--- src/rtl/bus_pkg.sv ---
// Shared types and constants for the two-master peripheral bus arbiter.
package bus_pkg;
  localparam int          ADDR_W_DEF    = 12;
  localparam int          DATA_W_DEF    = 8;
  localparam logic [3:0]  TB_PAGE_DEF   = 4'h4;
  localparam logic [7:0]  UNMAPPED_DATA = 8'hFF;

  typedef enum logic [1:0] {IDLE, ISSUE, WAIT, ACK} state_t;
endpackage

--- src/rtl/rr_arb2.sv ---
// Two-way round-robin picker: on contention the master that did not win last time gets the bus.
module rr_arb2 (
  input  logic [1:0] i_elig,
  input  logic       i_last,
  output logic       o_valid,
  output logic       o_winner
);
  always_comb begin
    o_valid  = |i_elig;
    o_winner = (&i_elig) ? ~i_last : i_elig[1];
  end
endmodule

--- src/rtl/bus_arbiter.sv ---
// Arbitrates two masters onto the peripheral bus and sequences text-buffer strobes.
// Every output is a register; the comb block computes next-cycle values.
module bus_arbiter
  import bus_pkg::*;
#(
  parameter int         ADDR_W      = ADDR_W_DEF,
  parameter int         DATA_W      = DATA_W_DEF,
  parameter logic [3:0] TB_PAGE     = TB_PAGE_DEF,
  parameter int         RD_LAT      = 1,
  parameter bit         VBLANK_ONLY = 1'b1
) (
  input  logic              clk,
  input  logic              reset,
  input  logic              vblank,
  input  logic              m0_req,
  input  logic              m0_rw,
  input  logic [ADDR_W-1:0] m0_addr,
  input  logic [DATA_W-1:0] m0_wdata,
  output logic              m0_ack,
  output logic [DATA_W-1:0] m0_rdata,
  input  logic              m1_req,
  input  logic              m1_rw,
  input  logic [ADDR_W-1:0] m1_addr,
  input  logic [DATA_W-1:0] m1_wdata,
  output logic              m1_ack,
  output logic [DATA_W-1:0] m1_rdata,
  output logic [ADDR_W-1:0] bus_addr,
  output logic [DATA_W-1:0] bus_do,
  input  logic [DATA_W-1:0] bus_di,
  output logic              tb_we,
  output logic              tb_oe,
  output logic              busy,
  output logic              grant_id
);
  localparam logic [1:0] WAIT_N = (RD_LAT > 1) ? 2'(RD_LAT - 2) : 2'd0;

  logic [1:0]                    w_req, w_rw, w_map, w_elig;
  logic [1:0][ADDR_W-1:0]        w_addr;
  logic [1:0][DATA_W-1:0]        w_wdata;
  logic                          w_valid, w_win;

  state_t                        r_state, w_state_nxt;
  logic                          r_rw, r_map, r_gid, r_last, r_we, r_oe, r_busy;
  logic [1:0]                    r_cnt, r_ack;
  logic [ADDR_W-1:0]             r_addr;
  logic [DATA_W-1:0]             r_do;
  logic [1:0][DATA_W-1:0]        r_rdata;

  logic                          w_rw_nxt, w_map_nxt, w_gid_nxt, w_last_nxt, w_we_nxt, w_oe_nxt;
  logic [1:0]                    w_cnt_nxt, w_ack_nxt;
  logic [ADDR_W-1:0]             w_addr_nxt;
  logic [DATA_W-1:0]             w_do_nxt;
  logic [1:0][DATA_W-1:0]        w_rdata_nxt;

  assign w_req   = {m1_req, m0_req};
  assign w_rw    = {m1_rw, m0_rw};
  assign w_addr  = {m1_addr, m0_addr};
  assign w_wdata = {m1_wdata, m0_wdata};

  // Text-buffer writes outside vblank are held back so the display never tears.
  for (genvar g = 0; g < 2; g++) begin : g_elig
    assign w_map[g]  = (w_addr[g][ADDR_W-1 -: 4] == TB_PAGE);
    assign w_elig[g] = w_req[g] & ~(VBLANK_ONLY & w_rw[g] & w_map[g] & ~vblank);
  end

  rr_arb2 u_rr (
    .i_elig   (w_elig),
    .i_last   (r_last),
    .o_valid  (w_valid),
    .o_winner (w_win)
  );

  always_comb begin
    w_state_nxt = r_state;
    w_rw_nxt    = r_rw;
    w_map_nxt   = r_map;
    w_gid_nxt   = r_gid;
    w_last_nxt  = r_last;
    w_cnt_nxt   = r_cnt;
    w_addr_nxt  = r_addr;
    w_do_nxt    = r_do;
    w_rdata_nxt = r_rdata;
    w_we_nxt    = 1'b0;
    w_oe_nxt    = 1'b0;
    w_ack_nxt   = 2'b00;
    case (r_state)
      IDLE: if (w_valid) begin
        w_state_nxt = ISSUE;
        w_gid_nxt   = w_win;
        w_rw_nxt    = w_rw[w_win];
        w_map_nxt   = w_map[w_win];
        w_addr_nxt  = w_addr[w_win];
        w_do_nxt    = w_wdata[w_win];
        w_we_nxt    = w_rw[w_win] & w_map[w_win];
        w_oe_nxt    = ~w_rw[w_win] & w_map[w_win];
      end
      ISSUE: if (r_map && !r_rw && RD_LAT > 1) begin
        w_state_nxt = WAIT;
        w_oe_nxt    = 1'b1;
        w_cnt_nxt   = WAIT_N;
      end else begin
        w_state_nxt      = ACK;
        w_ack_nxt[r_gid] = 1'b1;
        if (!r_rw) w_rdata_nxt[r_gid] = r_map ? bus_di : DATA_W'(UNMAPPED_DATA);
      end
      WAIT: if (r_cnt == 2'd0) begin
        w_state_nxt        = ACK;
        w_ack_nxt[r_gid]   = 1'b1;
        w_rdata_nxt[r_gid] = bus_di;
      end else begin
        w_oe_nxt  = 1'b1;
        w_cnt_nxt = r_cnt - 2'd1;
      end
      ACK: begin
        w_state_nxt = IDLE;
        w_last_nxt  = r_gid;
      end
      default: w_state_nxt = IDLE;
    endcase
  end

  always_ff @(posedge clk or negedge reset) begin
    if (!reset) begin
      r_state <= IDLE;
      r_rw    <= 1'b0;
      r_map   <= 1'b0;
      r_gid   <= 1'b0;
      r_last  <= 1'b1;
      r_cnt   <= 2'd0;
      r_addr  <= '0;
      r_do    <= '0;
      r_rdata <= '0;
      r_we    <= 1'b0;
      r_oe    <= 1'b0;
      r_ack   <= 2'b00;
      r_busy  <= 1'b0;
    end else begin
      r_state <= w_state_nxt;
      r_rw    <= w_rw_nxt;
      r_map   <= w_map_nxt;
      r_gid   <= w_gid_nxt;
      r_last  <= w_last_nxt;
      r_cnt   <= w_cnt_nxt;
      r_addr  <= w_addr_nxt;
      r_do    <= w_do_nxt;
      r_rdata <= w_rdata_nxt;
      r_we    <= w_we_nxt;
      r_oe    <= w_oe_nxt;
      r_ack   <= w_ack_nxt;
      r_busy  <= (w_state_nxt != IDLE);
    end
  end

  assign m0_ack   = r_ack[0];
  assign m1_ack   = r_ack[1];
  assign m0_rdata = r_rdata[0];
  assign m1_rdata = r_rdata[1];
  assign bus_addr = r_addr;
  assign bus_do   = r_do;
  assign tb_we    = r_we;
  assign tb_oe    = r_oe;
  assign busy     = r_busy;
  assign grant_id = r_gid;
endmodule

--- config.mk ---
export PLATFORM = sky130hd
export DESIGN_NAME = bus_arbiter
export DESIGN_NICKNAME = d
export VERILOG_FILES = /design/src/rtl/bus_pkg.sv /design/src/rtl/rr_arb2.sv /design/src/rtl/bus_arbiter.sv
export SDC_FILE = /design/constraint.sdc
export NUM_CORES = 1
export LEC_CHECK = 0
export BUFFER_PORTS_ARGS = -buffer_cell sky130_fd_sc_hd__buf_4
export CORE_MARGIN = 1
export CORE_UTILIZATION = 45
export DETAILED_ROUTE_END_ITERATION = 8
export PLACE_DENSITY = 0.79
export RECOVER_POWER = 25
export SLEW_MARGIN = 30
export SYNTH_ARGS = -nofsm -noshare
export SYNTH_HDL_FRONTEND = slang
export SYNTH_SLANG_ARGS = --single-unit
--- constraint.sdc ---
create_clock -name clk -period 2.21 [get_ports clk]
set_clock_uncertainty 0.05 [all_clocks]
set_input_delay 0.3315 -clock clk [delete_from_list [all_inputs] [get_ports clk]]
set_output_delay 0.3315 -clock clk [all_outputs]
set_load 0.005 [all_outputs]
# ---- Yosys cells after proc, flatten, opt, wreduce, memory -nomap -nowiden
# Cells that the tools add are included.
dict set report op_classes {
  n_addsub 1
  n_eq_ne 7
  n_reduce_logical 10
  n_lt_le_gt_ge 3
  n_bitwise 14
  muxes 29
}
# op n
set ops {}
lappend ops {{$bwmux 16} 2}
lappend ops {{$mux 16} 2}
lappend ops {{$mux 8} 4}
lappend ops {{$pmux 16 s2} 1}
lappend ops {{$mux 12} 2}
lappend ops {{$mux 1} 10}
lappend ops {{$and 1x1->1} 8}
lappend ops {{$demux 8 s1} 1}
lappend ops {{$eq 4x3->1 const B} 2}
lappend ops {{$pmux 2 s4} 1}
lappend ops {{$mux 2} 3}
lappend ops {{$not 1->1} 6}
lappend ops {{$reduce_and 2->1} 3}
lappend ops {{$eq 2x2->1 const B} 2}
lappend ops {{$logic_not 2->1} 2}
lappend ops {{$lt 1x2->1 const B} 2}
lappend ops {{$ne 2x2->1 const B} 2}
lappend ops {{$pmux 2 s2} 1}
lappend ops {{$reduce_bool 2->1} 2}
lappend ops {{$reduce_and 3->1} 1}
lappend ops {{$eq 2x1->1 const B} 1}
lappend ops {{$pmux 1 s2} 1}
lappend ops {{$reduce_or 2->1} 1}
lappend ops {{$sub 2x1->2 const B} 1}
lappend ops {{other kinds (3)} 3}
dict set report totals {
  regBits 49
  elab_cells 78
  in_bits 55
  output_inout_bits 42
}

# ---- Logic depth before layout (Yosys ltp)
# Gate-level depths: netlist (run 1).
dict set report logic_depth {
  depth_word 13
  depth_mapped 8
  mapped_depth_nobuf 7
}

# ---- By module
# A second synthesis (run 1) with hierarchy kept.
dict set report unflattened {
  cells_unflattened 196
  hier_area_um2 2264.7
}
# module instances cells_per_inst area_per_inst_um2 seq_area_each_um2
set modules_own_cells {}
lappend modules_own_cells {bus_arbiter 1 194 2250.9 1227.4}
lappend modules_own_cells {rr_arb2 1 2 13.8 0.0}

# ---- Worst setup path before layout (run 1)
# Ideal clock, no wire load.
dict set report synth_timing {
  path_kind {register -> register}
  startpoint {register r_state[0]}
  endpoint {register r_rdata (netlist bit m0_rdata[6])}
  setup_ns 0.077
  path_buffers 1
  setup_slack_ns 0.444
  synth_period_minus_slack_ns 1.766
  arrival_ns 1.639
  stages_incl_launch_ff 9
  required_ns 2.083
  cell_sequence {dfrtp_1 -> inv_1 -> ha_1 -> nand2b_1 -> o211ai_1 -> nor2_1 -> buf_2 -> nor2_1 -> a21oi_1}
}
dict set report synth_via {
  elab_chain_cells 3
  word_cells_on_any_way 7
  classes_between {4 x eq/ne; 1 x mux; 2 x reduce/logical}
}
# element line
set synth_rtl {}
lappend synth_rtl {{start, declared} bus_arbiter.sv:42} ;# state_t r_state, w_state_nxt;
lappend synth_rtl {{start signal, assigned} bus_arbiter.sv:138} ;# r_state <= w_state_nxt;
lappend synth_rtl {{$eq 2x2->1 / $eq 2x1->1 (equally long branches)} bus_arbiter.sv:86} ;# case (r_state)
lappend synth_rtl {{$ne 2x2->1 (no line) / $reduce_bool 2->1 (equally long branches)} --}
lappend synth_rtl {{$reduce_and 3->1 (no line)} --}
lappend synth_rtl {{end signal, assigned} bus_arbiter.sv:146} ;# r_rdata <= w_rdata_nxt;
lappend synth_rtl {{end, declared} bus_arbiter.sv:47} ;# logic [1:0][DATA_W-1:0] r_rdata;
# Several ways; a longest one is shown, not always the timed one.
# A chain may end at the register's enable or synchronous reset.

# ---- Worst setup path in the final report (run 1)
dict set report layout_timing {
  startpoint {register r_state[0]}
  endpoint {register r_rdata (netlist bit m0_rdata[1])}
}
# The elaborated chain is that of the path after synthesis.

==> qor.yml, run 1 <==
drt:
  drt_iter0_drc: 76
  via_count: 1790
  drt_first_pass_iters: 4
  via_per_inst: 5.028
  wl_um: 4857
  drc_errors: 0
  final_antenna_net_count: 0
  wl_per_cell_um: 13.64
cells_and_area:
  stdcell_count: 356
  area_delta_synth_final_pct: 40.48
  final_common_cell: "buf_4"
  final_cell_mix: "99 x buf_4, 48 x dfrtp_1, 33 x nand2_1"
  drive_gt1_share_pct: 37.83
  fillCellCount: 369
  antennaDiodeCount: 0
  final_nets: 363
  final_cell_area_mm2: 0.003057
run:
  maxCapViolations: 0
critical_path:
  worstPathMaxFanout: 16
  r2r_end: "m0_rdata[1]"
  rr_worst_depth: 8
  crit_path_top_delay_cell: "dfrtp_1"
  worst_path_most_repeated_cell: "nor2_1"
  r2r_start: "r_state[0]"
  cp-start-kind: "flip-flop"
  cp-startpoint: "r_state[0]"
  cp_cell_sequence: "inv_1 > ha_1 > nand2b_1 > o211ai_1 > nor2_1 > buf_4 > nor2_1 > a21oi_1"
  reg2reg_slack_ps: 390
  crit_type: "flip-flop to flip-flop"
  cp.required_ps: 2380
  end_kind: "flip-flop"
  crit_arrival_ps: 1980
  critPathMaxStageDelay_ps: 430
  path_buf_inv: 2
  cpLargestDelayFamily: "flip-flops"
clock_network:
  ctsHoldBuffers: 0
  clock_sinks: 49
  path_clk_slew_ps: 80
  ctsRootBufferMaster: "clkbuf_8"
  cts_buffer_depth: 2
  cts_resized: 0
  postCtsSetupBuffers: 0
  numCtsBuffers: 5
  clk_latency_ps: 290
  cts_tree: "yes"
  cts_max_level: 2
outcome:
  outcome: "finished clean"
die:
  start_util_pct: 48.31
  core-area_mm2: 0.004504
  die_h_um: 71.54
  die_width_um: 71.54
  rows: 24
  fp.dieArea_mm2: 0.005117
  ios: 97
timing:
  final.setup.tns_ps: 0
  finalHoldViolCount: 0
  tightest_slew_ps: 1208
  slew_headroom_pct: 19.46
  finalCritPeriodShare_pct: 82.15
  setup_viol: 0
  fin_crit_ps: 1816
  fmax_mhz: 550.8
  drv_slew: 0
  rsz0062_at_grt: "no"
placement:
  portBuffers: 96
  place_area_mm2: 0.002969
  placed_cells: 348
  dp_hpwl_um: 3653
  place_congestion: 0.7425
yosys:
  synth_fp_nets: 265
  ys_ff_latch: 49
  ys_types: 29
  synth_area_leader_cell: "dfrtp_1"
  avgSynthCellArea_um2: 10.61
  seq_area_frac_synth_pct: 56.41
  ys_warn_count: 0
  synth_cells: 205
  syn_area_mm2: 0.002176
  synth_top_cell_area_share_pct: 55.20
  synth_area_leaders: "dfrtp_1 55%, mux2i_1 10%, nand2_1 5.7%"
hold_path:
  hold_path_class: "input pin to asynchronous set/reset pin"
power:
  power_w: 0.003780
  p_leak_nw: 1.530
  p_per_area_mw_per_mm2: 1237
  ir_drop_mv: 0.7577
global_route:
  grt_max_degree: 50
  grt_pass1_wl_um: 7893
  grt_pass1_vias: 1737
  grtUsageTotal_pct: 20.08
  overflow: 0
  antenna_found_initial: 0
synthesized netlist by cell type, drive strengths merged:
library cell and number:
ha 5, nand2 33, nor3b 1, a21oi 9, clkbuf 3, nor2 18, dfstp 1, o2111ai 1
o21ai 32, buf 7, o211ai 1, o22ai 1, a31oi 2, and3b 1, dfrtp 48, nor4b 2
inv 8, nand2b 1, o41ai 1, mux2 3, or2 1, a21boi 1, xnor2 1, o22a 1
mux2i 22, nor3 1
metrics by stage:
step	setup WS [ps]	utilization (%)	hold slack [ps]
6_report	394.4	67.86	224.2
5_1_grt	256.5	67.86	253.2
4_1_cts	371.3	67.92	12.95
3_5_place_dp	172.6	65.92	343.6
3_3_place_gp	239.7	65.92	336.0
2_1_floorplan	443.6	-	-14.09
where the power goes:
| group | total, W | switching (W) | leakage, nW | internal [W] |
|---|---|---|---|---|
| clock network | 0.000529 | 0.000273 | 0.0455 | 0.000255 |
| registers | 0.00155 | 0.000236 | 0.580 | 0.00131 |
| logic | 0.00170 | 0.000806 | 0.904 | 0.000897 |
state kept, by name, summed over array words and instances (netlist names), 2 cells and up:
register  count
bus_addr     12
bus_do        8
m0_rdata      8
m1_rdata      8
r_ack         2
r_cnt         2
r_state       2
final cells by class:
| cell class | count | area, um2 | area share (%) |
|---|---|---|---|
| sequential | 49 | 1227 | 40.16 |
| tap | 52 | 65.06 | 2.129 |
| timing repair buffer | 101 | 768.2 | 25.13 |
| inverter | 8 | 30.03 | 0.9824 |
| clock buffer | 8 | 90.09 | 2.947 |
| multi-input combinational | 138 | 875.8 | 28.65 |
routing by layer:
layer / global-route usage (%) / vias to the layer above / routed length, um
li1: - / 895 / -
met1: 24.58 / 815 / 2043
met2: 34.29 / 69 / 2387
met3: 3.094 / 11 / 301
met4: 10.89 / 0 / 125
met5: 0 / - / 0
cell families after synthesis:
| logic type | after synthesis | synth area share [%] |
|---|---|---|
| XOR/XNOR | 1 | 0.4026 |
| buffers and inverters | 18 | 4.370 |
| AND/OR/NAND/NOR | 58 | 11.73 |
| adder cells (fa/ha/maj) | 5 | 2.875 |
| AO/OA/AOI/OAI | 49 | 12.54 |
| flip-flops | 49 | 56.41 |
| multiplexers | 25 | 11.67 |
how the worst max path moves through the flow:
| stage | end | cells past startpoint |
|---|---|---|
| 4_1_cts | m0_rdata[1] | 8 |
| 3_3_place_gp | bus_addr[4] | 7 |
| 3_5_place_dp | tb_oe | 6 |
| 6_report | m0_rdata[1] | 8 |
| 5_1_grt | m0_rdata[5] | 8 |
| 2_1_floorplan | m0_rdata[6] | 8 |
Power figures use the tool's default switching activity.
==> run 2, diff against run 1 <==
--- a/config.mk
+++ b/config.mk
@@ -5,11 +5,12 @@
 export SDC_FILE = /design/constraint.sdc
 export NUM_CORES = 1
 export LEC_CHECK = 0
+export ABC_AREA = 1
 export BUFFER_PORTS_ARGS = -buffer_cell sky130_fd_sc_hd__buf_4
 export CORE_MARGIN = 1
-export CORE_UTILIZATION = 45
+export CORE_UTILIZATION = 43
 export DETAILED_ROUTE_END_ITERATION = 8
-export PLACE_DENSITY = 0.79
+export PLACE_DENSITY = 0.77
 export RECOVER_POWER = 25
 export SLEW_MARGIN = 30
 export SYNTH_ARGS = -nofsm -noshare
==> constraint.sdc (replaced) <==
create_clock -name clk -period 1.6 [get_ports clk]
set_clock_uncertainty 0.05 [all_clocks]
set_input_delay 0.24 -clock clk [delete_from_list [all_inputs] [get_ports clk]]
set_output_delay 0.24 -clock clk [all_outputs]
set_load 0.005 [all_outputs]
==> qor.yml, run 2 <==
timing:
  fmax_mhz: 675.4
  finalCritPeriodShare_pct: 92.54
  tightest_slew_ps: 671.7
  drv_slew: 0
  finalHoldViolCount: 0
  fin_crit_ps: 1481
  slew_headroom_pct: 55.22
  holdWs_ps: 128.3
  setup_viol: 0
  fin_ws_ps: 119.4
drt:
  drt_first_pass_iters: 4
  drc_errors: 0
  drt_iter0_drc: 158
  wl_per_cell_um: 13.39
  wl_um: 6065
  final_antenna_net_count: 0
  via_count: 2247
  via_per_inst: 4.960
yosys:
  synth_top_cell_area_share_pct: 50.45
  ys_types: 25
  ys_ff_latch: 49
  seq_area_frac_synth_pct: 51.55
  avgSynthCellArea_um2: 8.596
  yosysMostFrequentCell: "nand2_1"
  synth_cells: 277
  synth_edf_count: 0
  synth_fp_nets: 337
  synth_area_leader_cell: "dfrtp_1"
  async_flop_share_pct: 100.0
  yosys_most_used_dff: "dfrtp_1"
  syn_area_mm2: 0.002381
  ys_warn_count: 0
  synthTopCellsByCount: "61 x nand2_1, 48 x dfrtp_1, 29 x a21oi_1"
  synth_area_leaders: "dfrtp_1 50%, nand2_1 9.6%, a21oi_1 6.1%"
power:
  power_w: 0.006175
  p_per_area_mw_per_mm2: 1814
  p_leak_nw: 1.700
  ir_drop_mv: 0.8737
critical_path:
  cp_cell_sequence: "inv_1 > ha_1 > inv_2 > a21oi_4 > o21ai_4 > buf_4 > o21ai_0 > nand2_1"
  cp-startpoint: "r_cnt[0]"
  cpLargestDelayFamily: "flip-flops"
  path_buf_inv: 3
  cp.required_ps: 1740
  crit_type: "flip-flop to flip-flop"
  r2r_start: "r_cnt[0]"
  crit_arrival_ps: 1620
  crit_path_top_delay_cell: "dfrtp_1"
  end_kind: "flip-flop"
  critPathMaxStageDelay_ps: 380
  worstPathMaxFanout: 7
  cp-start-kind: "flip-flop"
  rr_worst_depth: 8
  r2r_end: "m1_rdata[5]"
  reg2reg_slack_ps: 120
global_route:
  grt_pass1_vias: 2112
  grt_pass1_wl_um: 9846
  grt_max_degree: 50
  antenna_found_initial: 0
  top_usage_layer: "met2"
  gr-usage-met1_pct: 27.83
  grtUsageTotal_pct: 20.93
  grtUsageMet3_pct: 4.072
  overflow: 0
  use_met2_pct: 35.05
cells_and_area:
  antennaDiodeCount: 0
  stdcell_count: 453
  final_cell_mix: "106 x buf_4, 60 x nand2_1, 48 x dfrtp_1"
  drive_gt1_share_pct: 39.43
  final_common_cell: "buf_4"
  final_cell_area_mm2: 0.003403
  largest_register_ffs: 12
  final_nets: 442
  area_delta_synth_final_pct: 42.93
placement:
  dp_hpwl_um: 4408
  place_congestion: 0.8023
  place_area_mm2: 0.003223
  portBuffers: 96
  placed_cells: 442
  dp_slack_ps: 38.27
clock_network:
  ctsRootBufferMaster: "clkbuf_8"
  cts_tree: "yes"
  cts_buffer_depth: 2
  numCtsBuffers: 5
  cts_max_level: 2
  clock_sinks: 49
  path_clk_slew_ps: 90
  clk_latency_ps: 300
die:
  start_util_pct: 45.75
  ios: 97
  fp.dieArea_mm2: 0.005838
  core-area_mm2: 0.005205
  die_width_um: 76.41
  die_h_um: 76.41
  rows: 26
hold_path:
  hold_end: "bus_addr[10]"
  min_path_cells: 3
  hp-start: "m1_addr[10]"
  hold_path_class: "input pin to flip-flop"
run:
  maxCapViolations: 0
outcome:
  outcome: "finished clean"
run 2: cell types whose count changed after synthesis, moves of 3 or more:
cell | previous run | this run
inv_1 | 8 | 21
o21ai_1 | 23 | 2
nor2_1 | 18 | 27
nand2_1 | 33 | 61
a21oi_2 | 0 | 13
o21ai_0 | 9 | 19
nand3_2 | 0 | 3
a21oi_1 | 9 | 29
mux2i_1 | 22 | 0
nor2_2 | 0 | 4
nand3_1 | 0 | 23
run 2: area by class of cell:
type	instances	area, um2
fill	466	1802
sequential	49	1227
multi-input combinational	192	1011
timing repair buffer	112	880.8
tap	70	87.58
inverter	22	85.08
clock buffer	6	72.57
clock inverter	2	38.79
run 2: layer usage:
layer / share of wire [%] / routed length, um / up-vias
met5: 0 / 0 / -
met4: 0.84 / 51 / 0
met2: 48 / 2924 / 83
met1: 45 / 2705 / 1054
li1: - / - / 1103
met3: 6.3 / 383 / 7
run 2: worst min-delay path: cells and delay by family:
family,cells,cell delay (ps)
simple gates,1,50
buf+inv,1,80
compound gates,1,80
run 2: metrics by stage:
| stage | TNS, ps | utilization [%] |
|---|---|---|
| after floorplan | 0 | - |
| after global placement | 0 | 61.92 |
| after detailed placement | 0 | 61.92 |
| after CTS | 0 | 64.25 |
| after global routing | -3.514 | 65.38 |
| final | 0 | 65.38 |
run 2: worst max path at each step:
stage / slack (ps) / cells after the start / to
final: 120 / 8 / m1_rdata[5]
after global routing: -4 / 8 / m1_rdata[3]
after CTS: 20 / 8 / m0_rdata[7]
after detailed placement: 40 / 9 / bus_do[4]
after global placement: 130 / 8 / m0_rdata[5]
after floorplan: 110 / 7 / m0_rdata[2]
run 2: what timing repair did:
item                       in CTS  in global routing
setup endpoints to repair       0                 34
hold endpoints to repair       48                  0
buffers inserted                0                  2
hold buffers                    1                  0
resized for setup               0                 17
run 2: cells by family after synthesis:
family	Yosys count	share of synthesized area [%]
XOR/XNOR	1	0.3679
AND/OR/NAND/NOR	122	22.07
buffers and inverters	36	7.724
flip-flops	49	51.55
adder cells (fa/ha/maj)	5	2.627
AO/OA/AOI/OAI	64	15.66
run 2: report_power, final:
group	internal, W	switching, W
Sequential	0.00184	0.000344
Clock	0.000470	0.000413
Combinational	0.00151	0.00160
